<file path="src/rtl/period_detector.sv">
// period_detector: recovers an oscillator's half-period (count_max) from edges on data[7],
// with lock indication and a no-edge timeout.
module period_detector #(
    parameter int unsigned CNT_W   = 32,
    parameter int unsigned TIMEOUT = 1000000
) (
    input  logic             clk,
    input  logic             rst_n,
    input  logic             enable,
    input  logic [7:0]       data,
    output logic [CNT_W-1:0] period_out,
    output logic             period_valid,
    output logic             locked,
    output logic             timeout
);
    typedef enum logic [1:0] {IDLE, SYNC, MEASURE} state_t;
    localparam logic [CNT_W-1:0] LIMIT = CNT_W'(TIMEOUT);
    state_t state, state_nx;
    logic [CNT_W-1:0] counter, counter_nx, period_nx, meas;
    logic lvl_q, edge_det, at_limit, valid_nx, locked_nx, timeout_nx;
    logic unused_bits;
    assign unused_bits = ^data[6:0];
    assign edge_det = data[7] != lvl_q;
    assign at_limit = counter == LIMIT;
    assign meas = counter - CNT_W'(1);
    always_comb begin
        state_nx   = state;
        counter_nx = counter;
        period_nx  = period_out;
        valid_nx   = 1'b0;
        locked_nx  = locked;
        timeout_nx = 1'b0;
        if (!enable) begin
            state_nx   = IDLE;
            counter_nx = '0;
            locked_nx  = 1'b0;
        end else begin
            case (state)
                IDLE: begin
                    state_nx   = SYNC;
                    counter_nx = '0;
                    locked_nx  = 1'b0;
                end
                SYNC: begin
                    state_nx   = edge_det ? MEASURE : SYNC;
                    counter_nx = edge_det ? CNT_W'(1) : at_limit ? '0 : counter + CNT_W'(1);
                    timeout_nx = !edge_det && at_limit;
                end
                MEASURE: begin
                    // an edge coinciding with the limit still counts as a measurement
                    if (edge_det) begin
                        period_nx  = meas;
                        valid_nx   = 1'b1;
                        locked_nx  = meas == period_out;
                        counter_nx = CNT_W'(1);
                    end else if (at_limit) begin
                        state_nx   = SYNC;
                        timeout_nx = 1'b1;
                        locked_nx  = 1'b0;
                        counter_nx = '0;
                    end else begin
                        counter_nx = counter + CNT_W'(1);
                    end
                end
                default: state_nx = IDLE;
            endcase
        end
    end
    always_ff @(posedge clk or negedge rst_n) begin
        if (!rst_n) begin
            state        <= IDLE;
            counter      <= '0;
            lvl_q        <= 1'b0;
            period_out   <= '0;
            period_valid <= 1'b0;
            locked       <= 1'b0;
            timeout      <= 1'b0;
        end else begin
            state        <= state_nx;
            counter      <= counter_nx;
            lvl_q        <= data[7];
            period_out   <= period_nx;
            period_valid <= valid_nx;
            locked       <= locked_nx;
            timeout      <= timeout_nx;
        end
    end
endmodule

</file>
<file path="config.mk">
export PLATFORM = sky130hd
export DESIGN_NAME = period_detector
export DESIGN_NICKNAME = d
export VERILOG_FILES = /design/src/rtl/period_detector.sv
export SDC_FILE = /design/constraint.sdc
export NUM_CORES = 1
export LEC_CHECK = 0
export ABC_CLOCK_PERIOD_IN_PS = 4300
export CAP_MARGIN = 20
export CORE_MARGIN = 2
export CORE_UTILIZATION = 44
export CTS_BUF_LIST = sky130_fd_sc_hd__clkbuf_4
export CTS_CLUSTER_DIAMETER = 200
export DETAILED_ROUTE_END_ITERATION = 7
export GPL_TIMING_DRIVEN = 0
export HOLD_SLACK_MARGIN = 0.05
export PLACE_DENSITY = 0.61
export SYNTH_ARGS = -nofsm -noshare
export SYNTH_HDL_FRONTEND = slang
export SYNTH_SLANG_ARGS = --single-unit
export TNS_END_PERCENT = 5
</file>
<file path="constraint.sdc">
create_clock -name clk -period 4.3 [get_ports clk]
set_clock_uncertainty 0.1 [all_clocks]
set_input_delay 0.645 -clock clk [delete_from_list [all_inputs] [get_ports clk]]
set_output_delay 0.645 -clock clk [all_outputs]
set_load 0.02 [all_outputs]
</file>
==> flow_summary.ini, run 1 <==
[logic_synthesis]
synth-edff-count = 0
synth_area_leader_cell = dfrtp_1
synth_warnings = 0
synthDistinctLibCells = 60
synth_cells = 571
synth-seq-cells = 70
post-synth-top-count-cell = nand2_1
netlist_top_cells_area = dfrtp_1 (37%), o21ai_0 (7.9%), xnor2_1 (7.2%), nand2_1 (6.0%), xor2_1 (4.4%)
syn_area_per_cell_um2 = 8.34
syn-num-nets = 589
synth_top_area_share_pct = 36.8
synth.cell_area_um2 = 4760
synth-main-ff-cell = dfrtp_1
seq_area_frac_synth_pct = 36.8
async_reset_ff_share_pct = 100
yosys-top-cells-count = nand2_1 (76), o21ai_0 (75), dfrtp_1 (70)

[clock_network]
cts_setup_buffers = 0
cts_tree = yes
ctsResizeCount = 0
clock_sinks = 70
ctsHoldBuffers = 0
clk_pin_slew_worst_paths_ps = 120
cts_inserted_buffers = 9
clk_path_buf_depth = 2
cts_root_buffer = clkbuf_4
htreeDepth = 3
clkLatencyLatePin_ps = 420

[place]
dp_slack_ps = 509
postPlaceCellArea_um2 = 5310
port-buffer-count = 38
gp_congestion = 0.898
hpwlAfterDp_um = 10500

[global_routing]
gr-total-overflow = 0
grt_pass1_wl_um = 22500
antenna_found_initial = 0
first_global_vias = 4103
grtUsageTotal_pct = 25.1
grt_max_degree = 71

[floorplanning]
rows = 37
dieArea_um2 = 11700
die_h_um = 108
ioPinCount = 46
start_util_pct = 45.7
dieWidth_um = 108
core_area_um2 = 10400

[route]
ant_nets = 0
avgRoutedWirePerCell_um = 18.4
drt_iter0_markers = 292
drc = 0
via_count = 4395
vias_per_cell = 5.78
postRouteWirelength_um = 14000
dr.pass1.iters = 7

[cells_and_area]
fin_nets = 638
design_area_um2 = 5470
drive_gt1_share_pct = 7.04
area_growth_pct = 14.9
fill_cells = 1034
fin_util_pct = 52.5
insertedDiodeCount = 0

[sta]
rsz0062_at_grt = false
worst_slew_pin_slew_ps = 891
setup_viol = 0
hold_violations = 0
maxSlewHeadroom_pct = 40.6
fin_ws_ps = 452
min_period_ps = 3850
drv_slew = 0
timing.fmax_ghz = 0.260
final.period_utilization_pct = 89.5
finalSetupTns_ps = 0

[worst_setup_path]
crit_start = counter[1]
required_ps = 4550
arrival_ps = 4090
cp_max_fo = 10
end_kind = flip-flop
r2r_slack_ps = 450
r2r-start = counter[1]
crit_path_end = locked
startpoint_type = flip-flop
path_class = flip-flop to flip-flop
r2r-end = locked
r2r_cells = 13

[pwr]
power_mw = 2.69
power.density_nw_per_um2 = 493
ir_worst_vdd_mv = 0.237
cellLeakagePower_nw = 2.32

[outcome]
status = completed

[hold_path]
hp-class = input pin to asynchronous set/reset pin

[job]
drv_cap = 0
==> cells in the final DEF (no fill, tap or decap), drive strengths merged, types with 3 or more instances in the layout <==
cell type	count
clkinv	3
or3	4
nand3	25
nand4	16
nor3	15
nand2b	8
nor2	47
mux2i	3
nor3b	4
a31oi	7
and4	4
xnor2	39
mux2	3
o31ai	4
nor4	17
dfrtp	70
nand2	76
and2	8
and3	11
nor2b	6
a21o	3
buf	12
a21oi	4
ha	7
inv	10
clkbuf	43
clkdlybuf4s50	37
xor2	24
a22oi	3
o21ai	75
==> critical path, stage by stage, from the launching register on <==
cell	delay [ps]
dfrtp_1	400
buf_2	190
inv_1	110
ha_1	150
buf_2	190
nor4b_2	620
and3_1	320
and4_1	190
clkbuf_1	210
o32ai_1	110
a211oi_1	300
nand4_1	140
or4_1	550
o31ai_2	190
==> report_power, final <==
group | total (mW) | internal, mW | switching (mW)
clock | 0.503 | 0.241 | 0.261
combinational | 1.19 | 0.563 | 0.626
sequential | 1.00 | 0.805 | 0.198
==> registers in the layout, summed over array words and instances, names as in the netlist <==
name and count:
state 2, period_out 32, counter 32, locked 1
timeout 1, lvl_q 1, period_valid 1
==> layer usage <==
layer / routed length, µm / GRT usage [%]
met1: 6650 / 36.1
met2: 6310 / 39.1
met3: 771 / 3.86
met4: 306 / 7.69
met5: 0 / 0
==> stage by stage <==
step	cells	hold WS (ps)
after floorplan	571	249
after global placement	745	412
after detailed placement	745	415
after CTS	761	254
after global routing	761	283
final	761	223
==> cell families after synthesis <==
family,after synthesis,synth area share [%]
flops,70,36.8
simple gates,253,28.3
mux,6,1.34
fa+ha+maj,7,1.84
xor+xnor,65,12.6
compound gates,116,14.6
buf+inv,54,4.57
==> how the worst min path moves through the flow <==
stage,from,end,depth (start not counted),slack (ps)
2_1_floorplan,rst_n,counter[0],0,250
3_3_place_gp,period_out[31],period_out[31],2,410
3_5_place_dp,period_out[9],period_out[9],2,420
4_1_cts,rst_n,lvl_q,1,250
5_1_grt,rst_n,lvl_q,1,280
6_report,rst_n,lvl_q,1,220
==> layout make-up <==
cell class | instances | area (µm²) | area share (%)
buffer | 44 | 180 | 3.29
inverter | 10 | 37.5 | 0.686
multi-input combinational | 447 | 2790 | 51.0
clock buffer | 10 | 75.1 | 1.37
timing repair buffer | 38 | 378 | 6.91
sequential | 70 | 1750 | 32.0
clock inverter | 6 | 86.3 | 1.58
tap | 136 | 170 | 3.11
Note: power is estimated with default switching activity, not from simulation.
==> run 2, diff against run 1 <==
--- a/config.mk
+++ b/config.mk
@@ -13,7 +13,6 @@
 export CTS_CLUSTER_DIAMETER = 200
 export DETAILED_ROUTE_END_ITERATION = 7
 export GPL_TIMING_DRIVEN = 0
-export HOLD_SLACK_MARGIN = 0.05
 export PLACE_DENSITY = 0.61
 export SYNTH_ARGS = -nofsm -noshare
 export SYNTH_HDL_FRONTEND = slang
==> results of run 2 <==
Same layout as run 1: the final DEF is identical, and so are final timing and power.
